`src/rtl/card_dealer_pkg.sv`:
```
// Shared card encoding, FSM state type and rank scoring helper for the card dealer.
package card_dealer_pkg;

  typedef logic [5:0] card_id_t;

  localparam int         DECK_SIZE  = 52;
  localparam int         RANK_COUNT = 13;
  localparam logic [3:0] RANK_ACE   = 4'd0;
  localparam logic [3:0] RANK_JACK  = 4'd10;

  typedef enum logic [2:0] {
    ST_IDLE,
    ST_DRAW,
    ST_PROBE,
    ST_PLACE,
    ST_SCORE
  } state_t;

  function automatic logic [3:0] rank_of(input card_id_t id);
    return 4'(id % 6'(RANK_COUNT));
  endfunction

  // Aces count high here; the dealer reduces them when the hand would bust.
  function automatic logic [3:0] rank_points(input card_id_t id);
    logic [3:0] r;
    r = rank_of(id);
    if (r == RANK_ACE) begin
      return 4'd11;
    end else if (r >= RANK_JACK) begin
      return 4'd10;
    end else begin
      return r + 4'd1;
    end
  endfunction

endpackage

```
`src/rtl/card_dealer_lfsr.sv`:
```
// 16-bit Fibonacci LFSR (taps 16,14,13,11) used for random card draws.
module card_lfsr #(
  parameter logic [15:0] SEED = 16'hACE1
) (
  input  logic        clk,
  input  logic        rst,
  input  logic        load,
  input  logic        step,
  output logic [15:0] value,
  output logic [15:0] value_next
);

  logic [15:0] lfsr_q;
  logic [15:0] lfsr_d;

  assign value_next = {lfsr_q[14:0], lfsr_q[15] ^ lfsr_q[13] ^ lfsr_q[12] ^ lfsr_q[10]};
  assign value      = lfsr_q;

  always_comb begin
    lfsr_d = lfsr_q;
    if (load) begin
      lfsr_d = SEED;
    end else if (step) begin
      lfsr_d = value_next;
    end
  end

  always_ff @(posedge clk) begin
    if (!rst) begin
      lfsr_q <= SEED;
    end else begin
      lfsr_q <= lfsr_d;
    end
  end

endmodule

```
`src/rtl/card_dealer.sv`:
```
// Blackjack card dealer: draws or places requested cards into a hand and scores it.
module card_dealer
  import card_dealer_pkg::*;
#(
  parameter int          MAX_CARDS = 9,
  parameter logic [15:0] LFSR_SEED = 16'hACE1
) (
  input  logic       clk,
  input  logic       rst,
  input  logic       new_game,
  input  logic       deal_req,
  input  logic       preset_en,
  input  logic [5:0] preset_id,
  output logic       deal_done,
  output logic       deal_err,
  output logic       busy,
  output logic [5:0] card_id  [0:MAX_CARDS-1],
  output logic       card_vld [0:MAX_CARDS-1],
  output logic [3:0] card_count,
  output logic [6:0] hand_points,
  output logic       bust
);

  state_t         state_q, state_d;
  card_id_t       idx_q, idx_d;
  logic [51:0]    used_q, used_d;
  card_id_t       card_id_q  [0:MAX_CARDS-1];
  card_id_t       card_id_d  [0:MAX_CARDS-1];
  logic           card_vld_q [0:MAX_CARDS-1];
  logic           card_vld_d [0:MAX_CARDS-1];
  logic [3:0]     card_count_q, card_count_d;
  logic [6:0]     hand_points_q, hand_points_d;
  logic           bust_q, bust_d;
  logic           deal_done_q, deal_done_d;
  logic           deal_err_q, deal_err_d;

  logic           lfsr_load, lfsr_step;
  logic [15:0]    lfsr_value, lfsr_next;
  logic           lfsr_unused;
  logic [7:0]     score_total;
  logic [3:0]     score_aces;

  card_lfsr #(.SEED(LFSR_SEED)) u_lfsr (
    .clk        (clk),
    .rst        (rst),
    .load       (lfsr_load),
    .step       (lfsr_step),
    .value      (lfsr_value),
    .value_next (lfsr_next)
  );

  // Only the low six bits of the stepped value pick a card.
  assign lfsr_unused = ^{lfsr_value, lfsr_next[15:6]};

  // Hand score: aces start at 11 and drop to 1 one at a time while over 21.
  always_comb begin
    score_total = '0;
    score_aces  = '0;
    for (int i = 0; i < MAX_CARDS; i++) begin
      if (card_vld_q[i]) begin
        score_total = score_total + {4'd0, rank_points(card_id_q[i])};
        if (rank_of(card_id_q[i]) == RANK_ACE) begin
          score_aces = score_aces + 4'd1;
        end
      end
    end
    for (int i = 0; i < MAX_CARDS; i++) begin
      if (score_total > 8'd21 && score_aces != 4'd0) begin
        score_total = score_total - 8'd10;
        score_aces  = score_aces - 4'd1;
      end
    end
  end

  always_comb begin
    state_d       = state_q;
    idx_d         = idx_q;
    used_d        = used_q;
    card_id_d     = card_id_q;
    card_vld_d    = card_vld_q;
    card_count_d  = card_count_q;
    hand_points_d = hand_points_q;
    bust_d        = bust_q;
    deal_done_d   = 1'b0;
    deal_err_d    = 1'b0;
    lfsr_load     = 1'b0;
    lfsr_step     = 1'b0;

    if (new_game) begin
      state_d       = ST_IDLE;
      used_d        = '0;
      card_count_d  = '0;
      hand_points_d = '0;
      bust_d        = 1'b0;
      lfsr_load     = 1'b1;
      for (int i = 0; i < MAX_CARDS; i++) begin
        card_id_d[i]  = '0;
        card_vld_d[i] = 1'b0;
      end
    end else begin
      unique case (state_q)
        ST_IDLE: begin
          if (deal_req) begin
            if (card_count_q == 4'(MAX_CARDS)) begin
              deal_err_d = 1'b1;
            end else if (preset_en) begin
              if (preset_id < 6'(DECK_SIZE)) begin
                idx_d   = preset_id;
                state_d = ST_PROBE;
              end else begin
                deal_err_d = 1'b1;
              end
            end else begin
              state_d = ST_DRAW;
            end
          end
        end
        ST_DRAW: begin
          lfsr_step = 1'b1;
          if (lfsr_next[5:0] < 6'(DECK_SIZE)) begin
            idx_d   = lfsr_next[5:0];
            state_d = ST_PROBE;
          end
        end
        ST_PROBE: begin
          // Linear probe wraps 51 -> 0; the deck never fills so this ends.
          if (used_q[idx_q]) begin
            idx_d = (idx_q == 6'(DECK_SIZE - 1)) ? '0 : idx_q + 6'd1;
          end else begin
            state_d = ST_PLACE;
          end
        end
        ST_PLACE: begin
          for (int i = 0; i < MAX_CARDS; i++) begin
            if (card_count_q == 4'(i)) begin
              card_id_d[i]  = idx_q;
              card_vld_d[i] = 1'b1;
            end
          end
          used_d[idx_q] = 1'b1;
          card_count_d  = card_count_q + 4'd1;
          state_d       = ST_SCORE;
        end
        ST_SCORE: begin
          hand_points_d = score_total[6:0];
          bust_d        = score_total > 8'd21;
          deal_done_d   = 1'b1;
          state_d       = ST_IDLE;
        end
        default: state_d = ST_IDLE;
      endcase
    end
  end

  always_ff @(posedge clk) begin
    if (!rst) begin
      state_q       <= ST_IDLE;
      idx_q         <= '0;
      used_q        <= '0;
      card_count_q  <= '0;
      hand_points_q <= '0;
      bust_q        <= 1'b0;
      deal_done_q   <= 1'b0;
      deal_err_q    <= 1'b0;
      for (int i = 0; i < MAX_CARDS; i++) begin
        card_id_q[i]  <= '0;
        card_vld_q[i] <= 1'b0;
      end
    end else begin
      state_q       <= state_d;
      idx_q         <= idx_d;
      used_q        <= used_d;
      card_count_q  <= card_count_d;
      hand_points_q <= hand_points_d;
      bust_q        <= bust_d;
      deal_done_q   <= deal_done_d;
      deal_err_q    <= deal_err_d;
      card_id_q     <= card_id_d;
      card_vld_q    <= card_vld_d;
    end
  end

  assign busy        = (state_q != ST_IDLE);
  assign deal_done   = deal_done_q;
  assign deal_err    = deal_err_q;
  assign card_id     = card_id_q;
  assign card_vld    = card_vld_q;
  assign card_count  = card_count_q;
  assign hand_points = hand_points_q;
  assign bust        = bust_q;

endmodule

```
`config.mk`:
```
export PLATFORM = sky130hd
export DESIGN_NAME = card_dealer
export DESIGN_NICKNAME = d
export VERILOG_FILES = /design/src/rtl/card_dealer_pkg.sv /design/src/rtl/card_dealer_lfsr.sv /design/src/rtl/card_dealer.sv
export SDC_FILE = /design/constraint.sdc
export NUM_CORES = 1
export LEC_CHECK = 0
export BUFFER_PORTS_ARGS = -buffer_cell sky130_fd_sc_hd__buf_2
export CORE_AREA = 2 2 219 221
export CTS_CLUSTER_SIZE = 40
export DETAILED_ROUTE_END_ITERATION = 10
export DIE_AREA = 0 0 221 223
export PLACE_DENSITY = 0.53
export SLEW_MARGIN = 20
export SYNTH_ARGS = -nofsm -noshare
export SYNTH_HDL_FRONTEND = slang
export SYNTH_SLANG_ARGS = --single-unit
```
`constraint.sdc`:
```
create_clock -name clk -period 63.4 [get_ports clk]
set_input_delay 3.17 -clock clk [delete_from_list [all_inputs] [get_ports clk]]
set_output_delay 3.17 -clock clk [all_outputs]
set_load 0.03 [all_outputs]
```
After elaboration in Yosys (flattened, before gate mapping) --
Cells that the tools add are included.
Word-level totals: bits of input ports 11, word-level logic and storage cells 275, register bits after elaboration 154, output and inout port bits 78
Operators by class: multiplexer cells 96, $lt $le $gt $ge 23, equality and inequality tests 22, add/subtract/negate cells 44, reductions and logical operators 46, div/mod/pow operators 9, bitwise operators 8
Operator list (number):
- 4-bit two-way mux | 51
- 8-bit two-way mux | 17
- 8-bit by 5-bit greater-than comparator with 1-bit output (second input constant) | 10
- 4-bit by 1-bit adder with 4-bit output (second input constant) | 18
- 8-bit by 4-bit subtractor with 8-bit output (second input constant) | 9
- 8-bit by 4-bit adder with 8-bit output | 8
- 6-bit by 4-bit modulo with 6-bit output (second input constant) | 9
- 52-bit OR | 1
- 6-bit two-way mux | 7
- 4-bit logical NOT | 10
- 4-bit >= comparator (second input constant) | 9
- 4-bit nonzero test | 9
- 4-bit by 1-bit subtractor with 4-bit output (second input constant) | 8
- 3-bit two-way mux | 6
- 6-bit one-hot mux with 3 select lines | 1
- 2-bit AND reduction | 9
- 4-bit by 3-bit equality test with 1-bit output (second input constant) | 4
- 2-bit != test (second input constant) | 7
- 6-bit less-than comparator (second input constant) | 2
- 3-bit one-hot mux with 4 select lines | 1
- 1-bit two-way mux | 11
- 1-bit logical AND | 10
- 4-bit by 2-bit equality test with 1-bit output (second input constant) | 2
- 4-bit equality test (second input constant) | 2
- other kinds (19) | 27

Logic depth before layout (Yosys ltp) --
depth in word-level cells 56, depth in mapped cells 116, depth with buffers taken out 109

Modules after synthesis --
Synthesis repeated with hierarchy kept, for this count alone.
Second synthesis, totals: cells, all modules 2557, area, all modules 19344.8 sq um
By module, submodules not included:
- card_dealer | cells an instance 2484, seq. area each 2762.6 sq um, instances 1, area an instance 18615.4 sq um
- card_lfsr | cells an instance 73, seq. area each 320.3 sq um, instances 1, area an instance 729.4 sq um

Least setup slack after synthesis --
OpenSTA, ideal clock, no wires.
kind register to register, from register card_id_q, in the netlist card_id[51], to register bust_q (netlist: bust), library setup time 0.128 ns, clock period less this slack 22.563 ns, arrival 22.434 ns, setup slack 40.837 ns, path buffers 8, data required time 63.272 ns, cell stages (with the launch flop) 105, cells stage by stage dfxtp_1 > inv_1 > ha_1 > or3b_1 > a211oi_1 > nor2_1 > ha_1 > a2111oi_0 > mux2i_1 > a221oi_1 > inv_1 > ha_1 > o2111a_1 > or2_2 > a21oi_1 > inv_1 > ha_1 > a2111oi_2 > [69 not listed] > buf_6 > mux2_2 > ha_1 > and3_1 > clkbuf_2 > or2_1 > clkbuf_1 > mux2_2 > ha_1 > o21a_1 > a21oi_1 > o21ai_1 > xnor2_1 > ha_1 > o211ai_1 > or4_1 > nand2_1 > a31oi_1
Between the ends: cells in the longest elaborated chain, start to end 56, elaborated cells on any way between the ends 111, classes of those cells add/sub: 34; div: 1; order compare: 11; mux: 46; reduce/logical: 19
RTL lines:
- start, declared | line card_dealer.sv:27 | card_id_t card_id_q [0:MAX_CARDS-1];
- start signal, assigned | line card_dealer.sv:178 | card_id_q <= card_id_d;
- 6-bit by 4-bit modulo with 6-bit output (*) | line card_dealer_pkg.sv:20 | return 4'(id % 6'(RANK_COUNT));
- parallel branches: the longest is 53 deep, another holds 8-bit by 4-bit adder with 8-bit output
- 8-bit two-way mux (*) | line card_dealer.sv:68 | if (score_total > 8'd21 && score_aces != 4'd0) begin
- 8-bit by 5-bit greater-than comparator with 1-bit output (*) | line card_dealer.sv:146 | bust_d = score_total > 8'd21;
- end signal, assigned | line card_dealer.sv:175 | bust_q <= bust_d;
- end, declared | line card_dealer.sv:33 | logic bust_q, bust_d;
Every way passes the cells marked *. A chain may end at the register's enable or synchronous reset.

Worst setup path in the final report --
from register card_id_q, in the netlist card_id[50], to register bust_q (netlist: bust)
Same word-level chain as after synthesis.

==> impl_metrics.json <==
{
  "crit_fanout": 13,
  "cts_buffers": 17,
  "instances_no_fill": 3064,
  "setup_tns_ps": 0,
  "die_w_um": 221,
  "dominantRegCellSynth": "dfxtp_1",
  "synth_top_area_cell": "dfxtp_1",
  "slew_viol_final": 0,
  "first_iter_violations": 1191,
  "period_share": 0.407,
  "ys_ff_latch": 154,
  "avgSynthCellArea_um2": 7.42,
  "maxSlewHeadroom": 0.364,
  "cts_max_level": 4,
  "cts_setup_buffers": 0,
  "hp-class": "flop to flop",
  "synth_edf_count": 0,
  "grt_use_met2": 0.349,
  "fin_total_pwr_mw": 0.215,
  "drc": 0,
  "path_buf_inv": 6,
  "worst-slew-pin-transition_ps": 947,
  "vdd_drop_max_v": 0.0000188,
  "dp.cells": 3032,
  "die_h_um": 223,
  "p_int_mw": 0.159,
  "r2r_start": "card_id[50]$_SDFFE_PP0P_",
  "hp-start": "u_lfsr.value[8]$_SDFFE_PP0P_",
  "yosysSeqAreaShare": 0.171,
  "crit_cells": 99,
  "core.rowCount": 80,
  "final_antenna_net_count": 0,
  "synthDistinctLibCells": 128,
  "hpwl_um": 39900,
  "fin_skew_ps": 10.9,
  "n_antenna_cell": 0,
  "cts.sinks": 154,
  "start_util": 0.383,
  "critPathTopFamily": "compound AO/OA/AOI/OAI gates",
  "gr-max-usage-layer": "met2",
  "hold_viol": 0,
  "synth_most_common_cell": "nor2_1",
  "cts.repair.resized": 0,
  "cp-start-kind": "flop",
  "fin_crit_ps": 25790,
  "track_usage": 0.207,
  "clock_latency_ps": 440,
  "power_frac_clock": 0.500,
  "final_area_um2": 19500,
  "seq_power_share": 0.456,
  "cp.required_ps": 63720,
  "yosysWarnings": 0,
  "dieArea_um2": 49300,
  "grt_pass1_vias": 16600,
  "switching_share": 0.260,
  "viasPerCell": 5.83,
  "routedWlPerCell_um": 17.1,
  "hold_buffers": 0,
  "grt_max_degree": 82,
  "utilization": 0.413,
  "place_area_um2": 18900,
  "async_flop_share": 0,
  "p_leak_nw": 7.42,
  "tritoncts": "yes",
  "clock_path_buffers": 2,
  "r2r_cells": 99,
  "grt_pass1_wl_um": 86000,
  "antenna_found_initial": 0,
  "pwr_density_cell_nw_per_um2": 11.1,
  "synth_area_leaders": "dfxtp_1, ha_1, a21oi_1",
  "cpMostUsedCell": "ha_1",
  "synthCells": 2436,
  "worstHoldPathCells": 2,
  "core_um2": 47100,
  "synth_nets": 2585,
  "met3_usage": 0.0306,
  "path_clk_slew_ps": 70,
  "gr-usage-met1": 0.283,
  "worst-setup-path-type": "flop to flop",
  "wirelength_um": 52400,
  "p_sw_mw": 0.0559,
  "drtPass1Iterations": 5,
  "setup_viol": 0,
  "worst_path_largest_cell_delay_ps": 660,
  "syn-cell-area_um2": 18100,
  "cap_violations": 0,
  "io_pins": 89,
  "layout.nets": 2585,
  "synth_common_cells": "nor2_1, nand2_1, a21oi_1",
  "area_growth_pct": 7.85,
  "crit_start": "card_id[50]$_SDFFE_PP0P_",
  "cp_data_arrival_time_ps": 26110,
  "via_count": 17900,
  "io_buffers": 88,
  "status": "completed",
  "worstSetupEndpointType": "flop",
  "max_freq_mhz": 38.8,
  "cts_root_buf": "clkbuf_16",
  "place.gp.congestion": 0.895,
  "pwr-share-comb": 0.044,
  "drive_gt1_frac": 0.118,
  "globalRouteOverflowTotal": 0,
  "synth_top_area_share": 0.171,
  "rsz0062_at_grt": "false",
  "slowest_stage": "o22ai_1"
}
per-layer routing:
layer,part of all wire,vias up
met5,0,-
li1,-,8945
met2,0.46,393
met4,0.010,0
met3,0.044,45
met1,0.48,8467
power by group through the flow:
stage	clock network, mW	logic, mW	registers, mW
floorplan	0	0.00700	0.0995
global placement	0	0.00934	0.100
detailed placement	0	0.00939	0.100
CTS	0.111	0.00943	0.0981
global route	0.114	0.0104	0.0982
finish	0.108	0.00944	0.0981
area by class of cell:
class,instances,area [um2]
timing repair buffer,98,515
tap,615,769
sequential,154,3080
clock inverter,15,183
multi-input combinational,2034,14000
clock buffer,17,425
inverter,131,492
fill,4807,27700
worst min-delay path: stages (launching register included):
cell and delay [ps]:
dfxtp_1 310, nand2_1 50, a21oi_1 50
placed cells by master, fill, tap and decap left out, types with 79 or more instances in the layout:
master     n
xnor2_1   84
ha_1     130
inv_1    130
o21ai_0  115
dfxtp_1  153
nand2_1  247
a21oi_1  210
nor2_1   255
mux2i_1   79
buf_2     88
worst paths after layout:
kind              slack (ps)                           end
setup / recovery       37610             bust$_SDFFE_PP0P_
hold / removal           450  u_lfsr.value[9]$_SDFFE_PP0P_
setup reg to reg       37610             bust$_SDFFE_PP0P_
hold reg to reg          450  u_lfsr.value[9]$_SDFFE_PP0P_
kinds of logic after synthesis:
logic type	after synthesis	synth area share
adder cells (fa/ha/maj)	139	0.0994
flip-flops	154	0.171
buffers and inverters	248	0.0543
multiplexers	134	0.0841
XOR/XNOR	118	0.0620
AO/OA/AOI/OAI	755	0.289
AND/OR/NAND/NOR	888	0.240
metrics by stage:
step / worst slack, ps / hold WS [ps]
after floorplan: 40840 / 431
after global placement: 38880 / 443
after detailed placement: 37890 / 451
after CTS: 37800 / 461
after global routing: 35240 / 472
final: 37610 / 454
sequential cells by signal, indices dropped and copies added, names as in the netlist:
name and count:
card_id 54, used_q 52, u_lfsr.value 16, card_vld 9
hand_points 7, idx_q 6, card_count 4, state_q 3
bust 1, deal_done 1, deal_err 1
Power figures use the tool's default switching activity.
